--- config.mk ---
export PLATFORM = sky130hd
export DESIGN_NAME = bind_command_dispatcher
export DESIGN_NICKNAME = d
export VERILOG_FILES = /design/src/rtl/bind_command_dispatcher.sv
export SDC_FILE = /design/constraint.sdc
export NUM_CORES = 1
export LEC_CHECK = 0
export CAP_MARGIN = 10
export CELL_PAD_IN_SITES_DETAIL_PLACEMENT = 1
export CELL_PAD_IN_SITES_GLOBAL_PLACEMENT = 1
export CORE_UTILIZATION = 48
export CTS_CLUSTER_SIZE = 40
export DETAILED_ROUTE_END_ITERATION = 6
export PLACE_DENSITY_LB_ADDON = 0.1
export SYNTH_ARGS = -nofsm -noshare
export SYNTH_HDL_FRONTEND = slang
export SYNTH_SLANG_ARGS = --single-unit
export TNS_END_PERCENT = 5
--- constraint.sdc ---
create_clock -name clk -period 3.1 [get_ports clk]
set_clock_uncertainty 0.2 [all_clocks]
set_input_delay 0.62 -clock clk [delete_from_list [all_inputs] [get_ports clk]]
set_output_delay 0.62 -clock clk [all_outputs]
set_load 0.01 [all_outputs]
--- src/rtl/bind_command_dispatcher.sv ---
// Queues control-plane bind commands and issues them one at a time to the bind kernel mapper
// over the valid/done handshake; counts completions and flags mappers that never acknowledge.
module bind_command_dispatcher #(
   parameter int unsigned HV_ADDRESS_WIDTH = 20,
   parameter int unsigned FIFO_DEPTH       = 4,
   parameter int unsigned ACK_TIMEOUT      = 4,
   parameter int unsigned COUNT_WIDTH      = 16
) (
   input  logic                          clk,
   input  logic                          reset_n,
   input  logic                          cmd_valid,
   output logic                          cmd_ready,
   input  logic [HV_ADDRESS_WIDTH-1:0]   cmd_length,
   input  logic [HV_ADDRESS_WIDTH-1:0]   cmd_hva,
   input  logic [HV_ADDRESS_WIDTH-1:0]   cmd_hvb,
   input  logic [HV_ADDRESS_WIDTH-1:0]   cmd_hvc,
   output logic                          map_valid,
   output logic [HV_ADDRESS_WIDTH-1:0]   map_vec_length,
   output logic [HV_ADDRESS_WIDTH-1:0]   map_hva,
   output logic [HV_ADDRESS_WIDTH-1:0]   map_hvb,
   output logic [HV_ADDRESS_WIDTH-1:0]   map_hvc,
   input  logic                          map_done,
   output logic                          busy,
   output logic [$clog2(FIFO_DEPTH):0]   fifo_level,
   output logic [COUNT_WIDTH-1:0]        ops_completed,
   output logic                          err_ack_timeout,
   input  logic                          err_clear
);

   localparam int unsigned AW    = HV_ADDRESS_WIDTH;
   localparam int unsigned PTR_W = $clog2(FIFO_DEPTH);
   localparam int unsigned LVL_W = PTR_W + 1;
   localparam int unsigned ACK_W = (ACK_TIMEOUT > 1) ? $clog2(ACK_TIMEOUT) : 1;
   localparam logic [ACK_W-1:0] ACK_LAST = ACK_W'(ACK_TIMEOUT - 1);
   localparam logic [LVL_W-1:0] LVL_FULL = LVL_W'(FIFO_DEPTH);

   typedef struct packed {
      logic [AW-1:0] length;
      logic [AW-1:0] hva;
      logic [AW-1:0] hvb;
      logic [AW-1:0] hvc;
   } cmd_t;

   typedef enum logic [1:0] {
      S_IDLE,
      S_ACK,
      S_RUN
   } state_t;

   state_t           state;
   state_t           state_nxt;
   cmd_t             mem [FIFO_DEPTH];
   cmd_t             cmd_in;
   cmd_t             head;
   logic [PTR_W-1:0] wr_ptr;
   logic [PTR_W-1:0] rd_ptr;
   logic [LVL_W-1:0] level;
   logic [ACK_W-1:0] ack_cnt;
   logic [ACK_W-1:0] ack_cnt_nxt;
   logic             push;
   logic             pop;
   logic             issue;
   logic             complete;
   logic             timeout;

   assign cmd_in     = {cmd_length, cmd_hva, cmd_hvb, cmd_hvc};
   assign head       = mem[rd_ptr];
   assign cmd_ready  = (level != LVL_FULL);
   assign push       = cmd_valid && cmd_ready;
   assign fifo_level = level;
   assign busy       = (state != S_IDLE) || (level != '0);

   // Command FIFO; power-of-two depth lets the pointers wrap naturally.
   always_ff @(posedge clk or negedge reset_n) begin
      if (!reset_n) begin
         wr_ptr <= '0;
         rd_ptr <= '0;
         level  <= '0;
         for (int unsigned i = 0; i < FIFO_DEPTH; i++) begin
            mem[i] <= '0;
         end
      end else begin
         if (push) begin
            mem[wr_ptr] <= cmd_in;
            wr_ptr      <= wr_ptr + PTR_W'(1);
         end
         if (pop) begin
            rd_ptr <= rd_ptr + PTR_W'(1);
         end
         case ({push, pop})
            2'b10:   level <= level + LVL_W'(1);
            2'b01:   level <= level - LVL_W'(1);
            default: ;
         endcase
      end
   end

   // State register.
   always_ff @(posedge clk or negedge reset_n) begin
      if (!reset_n) begin
         state <= S_IDLE;
      end else begin
         state <= state_nxt;
      end
   end

   // Next-state logic and per-cycle action strobes.
   always_comb begin
      state_nxt   = state;
      ack_cnt_nxt = ack_cnt;
      pop         = 1'b0;
      issue       = 1'b0;
      complete    = 1'b0;
      timeout     = 1'b0;
      case (state)
         S_IDLE: begin
            if ((level != '0) && map_done) begin
               pop = 1'b1;
               if (head.length == '0) begin
                  complete = 1'b1;
               end else begin
                  issue       = 1'b1;
                  ack_cnt_nxt = '0;
                  state_nxt   = S_ACK;
               end
            end
         end
         S_ACK: begin
            if (!map_done) begin
               state_nxt = S_RUN;
            end else if (ack_cnt == ACK_LAST) begin
               timeout   = 1'b1;
               state_nxt = S_IDLE;
            end else begin
               ack_cnt_nxt = ack_cnt + ACK_W'(1);
            end
         end
         S_RUN: begin
            if (map_done) begin
               complete  = 1'b1;
               state_nxt = S_IDLE;
            end
         end
         default: begin
            state_nxt = S_IDLE;
         end
      endcase
   end

   // Mapper-facing registers, completion counter and sticky timeout flag.
   always_ff @(posedge clk or negedge reset_n) begin
      if (!reset_n) begin
         map_valid       <= 1'b0;
         map_vec_length  <= '0;
         map_hva         <= '0;
         map_hvb         <= '0;
         map_hvc         <= '0;
         ack_cnt         <= '0;
         ops_completed   <= '0;
         err_ack_timeout <= 1'b0;
      end else begin
         map_valid <= issue;
         ack_cnt   <= ack_cnt_nxt;
         if (issue) begin
            map_vec_length <= head.length;
            map_hva        <= head.hva;
            map_hvb        <= head.hvb;
            map_hvc        <= head.hvc;
         end
         if (complete) begin
            ops_completed <= ops_completed + COUNT_WIDTH'(1);
         end
         if (timeout) begin
            err_ack_timeout <= 1'b1;
         end else if (err_clear) begin
            err_ack_timeout <= 1'b0;
         end
      end
   end

endmodule
* After elaboration in Yosys (flattened, before gate mapping) *
Index checks and enable logic that the tools add are counted.

word-level totals
  register bits = 429
  logic and storage cells = 96
  output and inout port bits = 103
  input port bits = 85

operators by class
  bitwise logic cells = 2
  order comparisons = 3
  muxes and demuxes = 32
  add/sub/neg operators = 6
  reduce and logical (&&, ||, !) cells = 13
  eq/ne operators = 12

operator list
  cell                                                 number
  bitwise mux 320 bit                                  1
  two-way mux 80 bit                                   3
  binary-select mux 80 bit (select 2 bit)              1
  demux 80 bit (select 2 bit)                          1
  zero test 20 bit                                     1
  two-way mux 2 bit                                    9
  adder 16 x 1 -> 16 bit (second input constant)       1
  two-way mux 1 bit                                    13
  != test 2 bit (second input constant)                5
  nonzero test 2 bit                                   4
  adder 2 x 1 -> 2 bit (second input constant)         3
  == test 2 bit (second input constant)                3
  >= comparator 3 bit (second input constant)          2
  != test 3 bit (second input constant)                2
  NOT 2 -> 3 bit                                       2
  case mux 2 bit (3 select lines)                      1
  case mux 3 bit (2 select lines)                      1
  AND reduction 5 bit                                  1
  == test 2 x 1 -> 1 bit (second input constant)       2
  case mux 2 bit (2 select lines)                      1
  AND reduction 4 bit                                  1
  adder 3 x 1 -> 3 bit (second input constant)         1
  logical AND 1 bit                                    3
  < comparator 3 x 1 -> 1 bit (second input constant)  1
  other kinds (5)                                      5

* Depth between registers and ports, before layout *
Gate-level depths: netlist of run 1.

  word-level depth = 8
  gate-level depth with buffers = 11

* Least setup slack after synthesis of run 1 *
Ideal clock, no wire load.

  kind = reg2reg
  start point = register rd_ptr[1]
  end point = register map_vec_length[10]
  buffers on the path = 4
  data arrival time = 2.436 ns
  setup slack = 0.340 ns
  cell stages (with the launch flop) = 10
  cell sequence = dfrtp_1 > buf_2 > clkbuf_1 > mux4_2 > nor4_2 > nand3_1 > o21ai_1 > buf_4 > buf_6 > mux2_2

on the way
  cells in the longest elaborated chain, start to end = 8

RTL lines
  element                                                     RTL line  text
  start: declaration                                          56        logic [PTR_W-1:0] rd_ptr;
  start signal: assignment                                    88        rd_ptr <= rd_ptr + PTR_W'(1);
  NOT 2 -> 3 bit (not written as such) (*)                    67        assign head = mem[rd_ptr];
  binary-select mux 80 bit (select 2 bit) (*)                 67
  two-way mux 80 bit (not written as such) (*) (2 in series)  67
  zero test 20 bit                                            119       if (head.length == '0) begin
  two-way mux 1 bit                                           119
  two-way mux 1 bit                                           117       if ((level != '0) && map_done) begin
  two-way mux 1 bit                                           115       case (state)
  end signal: assignment                                      165       map_vec_length <= head.length;
  end: declaration                                            18        output logic [HV_ADDRESS_WIDTH-1:0] map_vec_length,

Mark *: on every way between the ends. The rest lies on a longest branch, timed or not. The select of a mux whose other input is x is not followed.
A chain may end at the register's enable or synchronous reset.

* Worst setup path in the final report of run 1 *
  start point = register rd_ptr[0]
  end point = register map_hvb[15]

on the way
  cells in the longest elaborated chain, start to end = 8

RTL lines
  element                                                     RTL line  text
  NOT 2 -> 3 bit (not written as such) (*)                    67
  binary-select mux 80 bit (select 2 bit) (*)                 67
  two-way mux 80 bit (not written as such) (*) (2 in series)  67
  zero test 20 bit                                            119
  two-way mux 1 bit                                           119
  two-way mux 1 bit                                           117
  two-way mux 1 bit                                           115
  end signal: assignment                                      167       map_hvb <= head.hvb;
  end: declaration                                            20        output logic [HV_ADDRESS_WIDTH-1:0] map_hvb,

Marks and branches as above.

==> results by stage, run 1 <==
Timing:
- Static timing analysis puts the maximum clock frequency at around 330 MHz.
- The final-report hold violation count came to 0.
- At the pin with the least slew margin, the transition time is about 0.66 ns.
- The number of max-slew violations in the final report was 0.
- The number of setup violations in the final report is 0.
- Setup repair after global routing left no endpoint under its margin.
- The relative slew slack is 0.563.
- Dividing the final minimum period by the clock period gives 0.967.
- The time the worst path needs with I/O delays and setup is about 3.0 ns.
- The final-layout worst hold slack is 0.283 ns.
- Adding up every negative setup slack in the final design gives 0 ns.

Floorplanning:
- The initial standard-cell utilization of the core is 0.490.
- The width of the die is 196 um.
- Row generation in the floorplan step produced 70 rows.
- The area of the placeable core is between 30000 and 40000 um2.
- The top-level port count is around 190.
- The die outline area is ~38000 um2.
- The die span in y is 196 um.

Setup path:
- The worst setup slack for register-to-register paths is between 0.1 and 0.15 ns.
- The worst setup path is of the flop to flop kind.
- The critical path capture point type is a flop.
- STA puts the critical path data arrival time at between 3 and 4 ns.
- The worst reg2reg path startpoint is rd_ptr[0].
- The biggest fanout along the worst timing path is 21.
- The data required time of the worst path is between 3 and 4 ns.
- The category of the worst setup path launch point is a flop.
- The critical path starts at rd_ptr[0].

Drt:
- The initial DRC count is 280.
- The residual DRC count is 0.
- The detailed-routing iteration count for the pre-antenna-repair pass is 4.
- For this block, the routed nets add up to approximately 41000 um of wire.
- After detailed routing, the number of vias per cell comes to ~5.6.
- The routed layout has 10100 vias.
- The post-route antenna net violation count is 0.
- The wire length per cell after detailed routing is approximately 23 um.

Finish:
- In the final layout, the share of cells above drive strength 1 is 0.421.
- Summing all multi-input logic gate instances after layout gives 7020 um2.
- The number of nets in the layout is 1388.
- The fill cell total of the finished layout is about 3300.
- The area growth from synthesis to layout is 24.2%.
- The sequential cell area is 10700 um2.
- The number of standard cells in the final layout excluding fillers is 1800.

Synth:
- Counting flops with a built-in enable in the synthesized netlist gives 0.
- For this run, the leading register cell type out of synthesis is dfrtp_1.
- The synthesized design contains between 400 and 500 register bits.
- The count of warnings emitted by yosys is 0.
- The post-synth net total is roughly 1200.
- The post-synthesis average cell area is roughly 17 um2.
- The cell count after synthesis is 1075.
- The async set-reset flop share out of synthesis is 1.00.
- Of the synthesized area, sequential elements account for 0.595.
- The unique cell type count in the Yosys netlist is 33.
- After synthesis the cells add up to around 18000 um2.

Clock network:
- The root buffer cell is clkbuf_16.
- The clock passes through at most 3 buffers.
- The H-tree was split into 2 levels.
- Buffers inserted during clock tree synthesis total between 40 and 50.
- At the later pin of the worst-skew pair, clock insertion delay measures between 0.5 and 0.6 ns.
- Counting every sink on the clock net gives between 400 and 500.
- TritonCTS built the clock tree.
- After clock tree synthesis, the clock-pin slew on the worst setup and hold paths is approximately 0.060 ns.

Power:
- The static leakage power is 9.50 nW.
- Dividing total power by cell area gives a power density of 1120 nW/um2.
- IR analysis of the VDD net gives a maximum drop of around 0.00062 V.

Placed design:
- The sum of net half-perimeters after detailed placement is 26200 um.
- The count of buffers added on input and output ports is ~190.
- Including well taps, the total number of placed cells is around 1700.
- The final weighted congestion of routability-driven global placement is roughly 0.74.

GRT:
- The number of antenna violations at the first check in global routing is 2.
- Across every metal layer, demand over resource in global routing totals 0.222.
- The largest net degree at the start of global routing is 73.
- For this run the aggregate overflow at the end of global routing stands at 0.
- The first global-routing pass estimated 65800 um of wire.
- The via count of the first global-routing pass is 11300.

Min path:
- The start point of the worst min-delay path is ops_completed[15].
- The path class of the tightest hold or removal check is flop to flop.

Status:
- The run finished with clean final reports.

Flow run:
- Max-cap violations in this run came to 0.
## per-stage QoR
step	instance area [um2]	utilization	total power [W]	worst slack [ns]
after floorplan	18000	-	0.0161	0.340
after global placement	20800	0.567	0.0194	0.0891
after detailed placement	20800	0.567	0.0198	0.0656
after CTS	22300	0.607	0.0253	0.0307
after global routing	22400	0.609	0.0265	0.00476
final	22400	0.609	0.0250	0.102
## placed cells by master, fill, tap and decap left out, types with 2 or more instances in the layout
master	count
nand2_1	12
mux2_1	46
nand2_4	4
nand2b_1	2
mux4_2	80
xor2_1	4
and3_1	5
clkinv_2	8
clkbuf_1	16
buf_4	20
dfrtp_4	2
buf_12	23
ha_1	7
nand3_1	12
o21ai_0	3
clkbuf_8	12
nand4_1	3
clkdlybuf4s50_1	186
clkbuf_16	50
inv_1	10
nand3b_1	2
nor4_2	4
xnor2_1	18
and2_1	2
nor2_1	7
dfrtp_1	427
mux2_2	355
## report_power, final
part | switching [W] | internal, W | total [W]
Clock | 0.00218 | 0.00318 | 0.00536
Combinational | 0.00363 | 0.00600 | 0.00963
Sequential | 0.00160 | 0.00845 | 0.0100
Total | 0.00741 | 0.0176 | 0.0250
## final cells by class
type                       count  share of cell area
sequential                   429               0.480
multi-input combinational    575               0.313
timing repair buffer         232               0.113
clock buffer                  77              0.0648
tap                          468              0.0261
clock inverter                 8             0.00179
inverter                      10             0.00168
antenna                        1            0.000112
## cell families after synthesis
family / share of synthesized area
fa+ha+maj: 0.00596
buf+inv: 0.0187
simple gates: 0.0169
flops: 0.595
xor+xnor: 0.0107
mux: 0.351
compound gates: 0.00194
## path summary, 6_finish.rpt
kind                                     endpoint  depth (start not counted)
worst max-delay path                  map_hvb[15]                          8
worst min-delay path            ops_completed[15]                          1
worst max register to register        map_hvb[15]                          8
worst min register to register  ops_completed[15]                          1
max in group asynchronous                mem[108]                          3
min in group asynchronous        ops_completed[3]                          2
## metal layers
layer	global-route usage	share of wire	vias to the layer above
met2	0.370	0.50	182
met1	0.303	0.44	5410
li1	-	-	4401
met4	0.0544	0.017	2
met5	0	0.00029	-
met3	0.0418	0.045	58
## registers in the layout, indices dropped and copies added, names as in the netlist
| register | count |
|---|---|
| ack_cnt | 2 |
| wr_ptr | 2 |
| map_valid | 1 |
| ops_completed | 16 |
| mem | 320 |
| map_vec_length | 20 |
| map_hva | 20 |
| rd_ptr | 2 |
| err_ack_timeout | 1 |
| fifo_level | 3 |
| state | 2 |
| map_hvc | 20 |
| map_hvb | 20 |
## cells in the mapped netlist (all sizes together), types with 2 or more instances
| cell type | instances | area, um2 |
|---|---|---|
| and3 | 5 | 31.3 |
| nand3b | 2 | 15.0 |
| buf | 41 | 224 |
| xnor2 | 18 | 158 |
| dfrtp | 429 | 10700 |
| nand2 | 16 | 60.1 |
| xor2 | 4 | 35.0 |
| inv | 10 | 37.5 |
| nor4 | 4 | 37.5 |
| ha | 7 | 87.6 |
| nand4 | 3 | 18.8 |
| nor2 | 7 | 26.3 |
| nand2b | 2 | 12.5 |
| and2 | 2 | 12.5 |
| o21ai | 5 | 28.8 |
| clkbuf | 20 | 75.1 |
| nand3 | 12 | 60.1 |
| mux2 | 401 | 4520 |
| mux4 | 80 | 1800 |
## worst max-delay path, stage by stage (launching register included)
cell     delay, ns
dfrtp_4       0.46
buf_12        0.19
mux4_2        0.54
nor4_2        0.30
nand3_1       0.22
o21ai_4       0.24
buf_12        0.15
buf_12        0.19
mux2_1        0.36
## timing repair
action,4_1_cts,5_1_grt
hold buffers,1,0
hold endpoints to repair,58,0
endpoints found under the setup margin,0,54
gates resized for setup,0,2
buffers inserted,0,1
No activity file was read; power rests on OpenSTA's default activity.
==> run 2, diff against run 1 <==
- CORE_UTILIZATION: 48 -> 50
- CTS_BUF_LIST: default -> sky130_fd_sc_hd__clkbuf_8
==> run 2 against run 1 <==
Effect of this change: sequential share of layout area down 0.091 points; combinational power up 4%; routed wire length up 5.0%; via count up 2.3%; non-clock buffer count up 15; worst setup slack worse by 0.067 ns; design area up 0.19%; sequential power about the same; count of clock-buffer cells in the layout up 16; fmax down 2.2%; critical path type unchanged; total power down 0.35%.
==> results by stage, run 2 (same netlist as run 1, synthesis figures left out) <==
Clock network:
- TritonCTS built the clock tree.
- The number of levels the H-tree was split into is 3.
- The buffer depth of the longest clock path is 3.
- Counting the buffers created by CTS gives approximately 70.
- The clock transition at the registers of the reported paths is ~0.060 ns.
- The clock latency on the worst-skew pair is 0.61 ns.
- The root buffer cell chosen for the clock tree is clkbuf_8.
- The tree built by TritonCTS fans out to roughly 430 sinks.

Floorplanning:
- After floorplanning, the core was divided into 69 placement rows.
- The core region is 35600 um2.
- The die covers ~37000 um2.
- The width of the die is roughly 190 um.
- For this configuration, the core starts out at a cell density of 0.507.
- The top-level port count is between 150 and 200.
- Measured along the y axis, the die boundary spans around 190 um.

Timing:
- Setup repair after global routing could not meet its margin everywhere.
- The number of max-slew violations in the final report came to 0.
- The number of setup violations in the final report is 0.
- Final hold analysis gives a worst-case slack of about 0.27 ns.
- The final-report hold violation count is 0.
- The time the worst path needs with I/O delays and setup is between 3 and 4 ns.
- At the pin with the least slew margin, the transition time is between 0.4 and 0.5 ns.
- The maximum achievable frequency is roughly 330 MHz.
- Of the available clock period, the critical path in the final layout requires 0.989.
- The relative slew slack is 0.689.

Finish:
- The number of nets in the layout is about 1400.
- The number of flip-flops under the largest register name is 320.
- The register with the most flip-flops in the final layout is mem.
- From synthesis to final layout, the design area changed by 24.4%.
- Of the cells placed in the final design, the portion with a size suffix greater than 1 is 0.436.
- Once layout is done, the placed cells without fillers occupy 22400 um2.
- The library cells used most frequently in the layout, excluding fill and tap cells, are dfrtp_1 (427), mux2_2 (355), clkdlybuf4s50_1 (186).
- Leaving out fill and tap cells, the most frequent cell in the layout is dfrtp_1.

Setup path:
- The data arrival time of the worst path is roughly 3.3 ns.
- The worst setup path is of the flop to flop kind.
- The worst setup path is captured at a flop.
- STA classifies the critical path startpoint as a flop.
- The data required time of the worst path is approximately 3.4 ns.
- Along the worst path, the maximum fanout reaches 12.

Power:
- The static leakage power is 9.66 nW.
- The design draws roughly 0.025 W.
- IR analysis of the VDD net gives a maximum drop of 0.000521 V.
- For this design the ratio of total power to cell area is 1110 nW/um2.

GRT:
- Entering global routing, the biggest net connects 69 pins.
- The via count of the first global-routing pass came to around 12000.
- For met3 alone, demand over resource in global routing was 0.0521.
- Across every metal layer, demand over resource in global routing totals 0.238.
- The most used routing layer in global routing is met2.
- The number of antenna violations at the first check in global routing is 3.
- The residual overflow from global routing is 0.
- For met1 alone, demand over resource in global routing was 0.308.
- The met2 demand-to-capacity share in global routing is 0.398.
- The global-route wire length before repair is 66600 um.

Placed design:
- The total of buffers placed on input and output ports is ~190.
- Summed over all nets, the half-perimeter wirelength after detailed placement is between 20000 and 30000 um.
- After detailed placement, the total cell area comes to slightly above 20000 um2.
- The final weighted congestion of routability-driven global placement is 0.743.

Drt:
- After detailed routing, the total wire length is about 43000 um.
- The post-route antenna net violation count is 0.
- The vias per cell is 5.56.
- The number of vias after detailed routing is about 10000.
- For this run, design rule violations remaining after detail routing come to 0.
- After detailed routing, the average wire length per cell comes to around 23 um.
- The detailed-routing iteration count for the pre-antenna-repair pass is 4.
- The initial DRC count is 329.

Status:
- The run finished with clean final reports.

Min path:
- The tightest min-delay check is of the flop to flop type.

Flow run:
- The tool flagged a number of max-cap violations equal to 0.
-- run 2: cell types whose count changed in the layout (fill, tap and decap cells not counted), moves of 2 or more --
cell       before  now
buf_12         23   17
buf_4          20   34
buf_6           0    3
buf_8           1    3
clkbuf_1       16    0
clkbuf_16      50    3
clkbuf_8       12   93
clkinv_2        8    1
inv_1          10   39
nor4_2          4    1
nor4_4          0    3
-- run 2: stage by stage --
stage	TNS, ns	cells	worst slack (ns)	utilization
finish	0	1849	0.0346	0.631
global route	-0.629	1848	-0.0373	0.631
CTS	0	1833	0.00631	0.625
detailed placement	-0.0513	1707	-0.0112	0.585
global placement	0	1707	0.0576	0.585
floorplan	0	1075	0.340	-
-- run 2: final timing paths --
kind / start / cells after the start / to / slack (ns)
min reg2reg: ops_completed[15] / 1 / ops_completed[15] / 0.27
max in group asynchronous: reset_n / 4 / mem[272] / 1.54
max: rd_ptr[0] / 9 / map_hvc[9] / 0.03
min in group asynchronous: reset_n / 2 / ops_completed[0] / 0.32
min: ops_completed[15] / 1 / ops_completed[15] / 0.27
max reg2reg: rd_ptr[0] / 9 / map_hvc[9] / 0.03
-- run 2: what timing repair did --
item,4_1_cts,5_1_grt
hold endpoints to repair,37,0
hold buffers,1,0
resized for setup,1,8
setup buffers,0,9
endpoints found under the setup margin,75,80
pin swaps,0,1
gates cloned,0,5
-- run 2: cell type report --
class / instances / area (um2)
multi-input cells: 575 / 7050
well taps: 461 / 577
clock buffers: 93 / 1280
diodes: 2 / 5.00
inverters: 10 / 37.5
flip-flops and latches: 429 / 10700
clock inverters: 32 / 130
fillers: 3219 / 13100
repair buffers: 247 / 2620
-- run 2: layer usage --
metal	up-vias	share of wire	routed length [um]
met4	2	0.021	906
met5	-	0.00033	14
li1	4473	-	-
met2	236	0.51	21700
met3	63	0.048	2070
met1	5511	0.42	18100
-- run 2: critical path: stages (launching register included) --
cell	delay [ns]
dfrtp_4	0.50
buf_12	0.16
buf_4	0.13
mux4_2	0.46
nor4_4	0.30
nand3_2	0.16
o21ai_4	0.28
buf_6	0.18
clkbuf_16	0.20
mux2_2	0.35
-- run 2: where the power goes --
part / total [W] / leakage [nW] / switching (W) / internal (W)
clock: 0.00489 / 0.832 / 0.00222 / 0.00267
combinational: 0.0100 / 3.69 / 0.00389 / 0.00613
sequential: 0.0100 / 5.14 / 0.00160 / 0.00845
total: 0.0250 / 9.66 / 0.00770 / 0.0173
==> run 3, diff against run 2 <==
- CORE_UTILIZATION: 50 -> 55
- DONT_BUFFER_PORTS: default -> 1
==> run 3 against run 2 <==
Effect of this change: the flow now finishes with violations (hold timing, slew limit); hold slack worse by 0.75 ns; global-route usage rose by 1.0 points; worst setup slack gained 0.11 ns; fmax up 3.9%; sequential share of layout area is 3.2 points higher; flip-flop and latch count did not move; largest cell class unchanged.
==> results by stage, run 3 (same netlist as run 1, synthesis figures left out) <==
Status:
- The flow ran to the end, but the final reports show violations.
- The checks that failed: hold timing, slew limit.

Power:
- The power consumption is 0.0234 W.
- Of the total power, combinational logic draws 0.347.
- The share of total power consumed by net switching is 0.310.
- IR analysis of the VDD net gives a maximum drop of about 0.00055 V.
- The static leakage power is approximately 9 nW.
- The internal power of the cells totals approximately 0.016 W.
- The share of total power dissipated in sequential elements is 0.444.
- The power per standard cell area is between 1000 and 1500 nW/um2.
- The clock network fraction of design power is 0.209.
- The net switching power of the design is 0.00728 W.

Drt:
- The residual DRC count is 0.
- For this block, the via count after detailed routing is roughly 9700.
- After detailed routing, the number of vias per cell comes to 5.73.
- The post-route antenna net violation count is 0.
- The initial DRC count is around 360.
- The first detailed-routing pass ran for 6 iterations.
- Wires add up to between 30000 and 40000 um.
- Dividing the detail-routed wire length by the instance count gives ~23 um.

Finish:
- The fill cell total of the finished layout is approximately 2800.
- In the layout the commonest cells are dfrtp_1 (427), mux2_2 (355), clkbuf_8 (91).
- The layout-stage area growth over the synthesis result is 16.7%.
- The final layout contains ~1300 nets.
- The register with the most flip-flops in the final layout is mem.
- The most common library cell in the layout ignoring fill and taps is dfrtp_1.
- Of the cells placed in the final design, the portion with a size suffix greater than 1 is 0.468.
- The number of flip-flops under the largest register name is 320.
- Once layout is complete, the cells apart from fillers number ~1700.

Setup path:
- The worst setup slack for register-to-register paths is between 0.1 and 0.15 ns.
- The critical setup path kind is flop to flop.
- The worst reg2reg path endpoint is map_hvb[15].
- STA puts the critical path data required time at approximately 3.4 ns.
- The number of cell instances on the worst register-to-register path is 8.
- The biggest fanout along the worst timing path is 16.
- The critical path capture point type is a flop.
- The startpoint identified for the worst register-to-register timing path is rd_ptr[0].
- The category of the worst setup path launch point is a flop.
- Data on the critical path arrives at its endpoint at approximately 3.2 ns.

Floorplanning:
- In this run the standard cell core region covers roughly 32000 um2.
- The die outline area is about 34000 um2.
- The width of the die is between 150 and 200 um.
- The initial utilization of the core area, before any placement, comes to 0.566.
- The cell row count is 65.
- For this design the top-level I/O count stands at around 190.
- Measured along the y axis, the die boundary spans approximately 180 um.

Timing:
- Setup repair after global routing left no endpoint under its margin.
- The number of setup violations in the final report is 0.
- The number of max-slew violations in the final report is between 150 and 200.
- The sum of negative setup slack is 0 ns.
- Across all hold checks on the routed design, the worst slack comes to -0.473 ns.
- The worst pin sits at a relative slew slack of -0.108.
- For this run, the top clock speed supported by timing is about 340 MHz.
- The share of the cycle needed by the critical path after routing is 0.952.
- At the pin with the least slew margin, the transition time is between 1.5 and 2 ns.
- The time the worst path needs with I/O delays and setup is roughly 3.0 ns.
- The final-report hold violation count is ~430.
- Setup slack closes at roughly 0.15 ns.

Clock network:
- After clock tree synthesis, the clock-pin slew on the worst setup and hold paths is 0.06 ns.
- In this run the clock root is driven by a clkbuf_8.
- The number of sinks on the clock net is about 430.
- The longest clock path from root to sink contains 3 buffers.
- The number of hold buffers added after cts is a little over 80.
- TritonCTS built the clock tree.
- The clock latency on the worst-skew pair is about 0.61 ns.
- The number of levels the H-tree was split into is 3.
- TritonCTS created slightly above 70 clock buffers.

Placed design:
- Detailed placement finished with a half-perimeter wire length of 23500 um.
- Once placement completed, the tool counted placed cells totaling ~1500.
- The post-placement worst setup slack is ~0.017 ns.
- The final weighted congestion of routability-driven global placement is 0.711.
- The total of buffers placed on input and output ports is 0.

Min path:
- The min-delay analysis places its worst path in the category input port to asynchronous set/reset pin.

GRT:
- The global-route total usage across every layer is 0.248.
- The global-route wire length before repair is between 60000 and 70000 um.
- The number of antenna violations at the first check in global routing is 4.
- The via count of the first global-routing pass is around 11000.
- The residual overflow from global routing is 0.
- The largest net degree at the start of global routing is 430.

Flow run:
- Across the run, the number of max-cap violations was 0.
==> run 3: changes by cell type in the layout (fill, tap and decap cells not counted), sizes merged <==
cell / delta
clkbuf: -5
clkinvlp: +2
inv: -10
buf: -21
dlygate4sd3: +81
diode: +3
clkdlybuf4s50: -186
bufinv: +1
clkinv: +5
==> run 3: power by group through the flow <==
stage          clock network [W]  logic (W)  registers (W)
2_1_floorplan                  0    0.00641        0.00973
4_1_cts                  0.00506    0.00818         0.0104
6_report                 0.00491    0.00814         0.0104
5_1_grt                  0.00531    0.00878         0.0108
3_3_place_gp                   0    0.00767         0.0103
3_5_place_dp                   0    0.00798         0.0105
==> run 3: worst max path at each step <==
stage	from	end	slack, ns
after floorplan	rd_ptr[1]	map_vec_length[10]	0.34
after global placement	rd_ptr[0]	map_hva[6]	0.08
after detailed placement	rd_ptr[0]	map_hva[4]	0.02
after CTS	rd_ptr[0]	map_hvb[15]	0.01
after global routing	rd_ptr[0]	map_hva[13]	0.02
final	rd_ptr[0]	map_hvb[15]	0.15
==> run 3: stage by stage <==
step	cell area [um2]	hold slack, ns	util
CTS	21000	-0.524	0.659
floorplan	18000	0.124	-
global route	21000	-0.526	0.660
global placement	18800	0.132	0.588
detailed placement	18800	0.132	0.588
finish	21100	-0.473	0.660
==> run 3: routing by layer <==
metal / global-route usage / vias up / part of all wire
li1: - / 4225 / -
met1: 0.318 / 5216 / 0.42
met2: 0.414 / 212 / 0.51
met3: 0.0703 / 48 / 0.063
met4: 0.0727 / 0 / 0.014
met5: 0 / - / 0
==> run 3: cell type report <==
type | instances | area [um2] | share of cell area
Sequential cell | 429 | 10700 | 0.510
Multi-Input combinational cell | 575 | 7040 | 0.334
Tap cell | 435 | 544 | 0.0259
Clock buffer | 91 | 1250 | 0.0595
Inverter | 10 | 37.5 | 0.00178
Timing Repair Buffer | 118 | 1270 | 0.0601
Clock inverter | 30 | 158 | 0.00749
Antenna cell | 5 | 12.5 | 0.000594
==> run 3: what timing repair did <==
action                                  CTS  global route
pin swaps                                 0             1
gates resized for setup                   2             3
endpoints found under the hold margin   751           429
endpoints found under the setup margin   72            77
setup buffers                             0             3
==> run 3: worst max-delay path, cell delays in order, from the launching register on <==
cell     delay (ns)
dfrtp_4        0.47
buf_4          0.17
mux4_2         0.55
nor4_4         0.37
nand3_2        0.14
o21ai_4        0.20
buf_12         0.17
buf_12         0.17
mux2_1         0.35
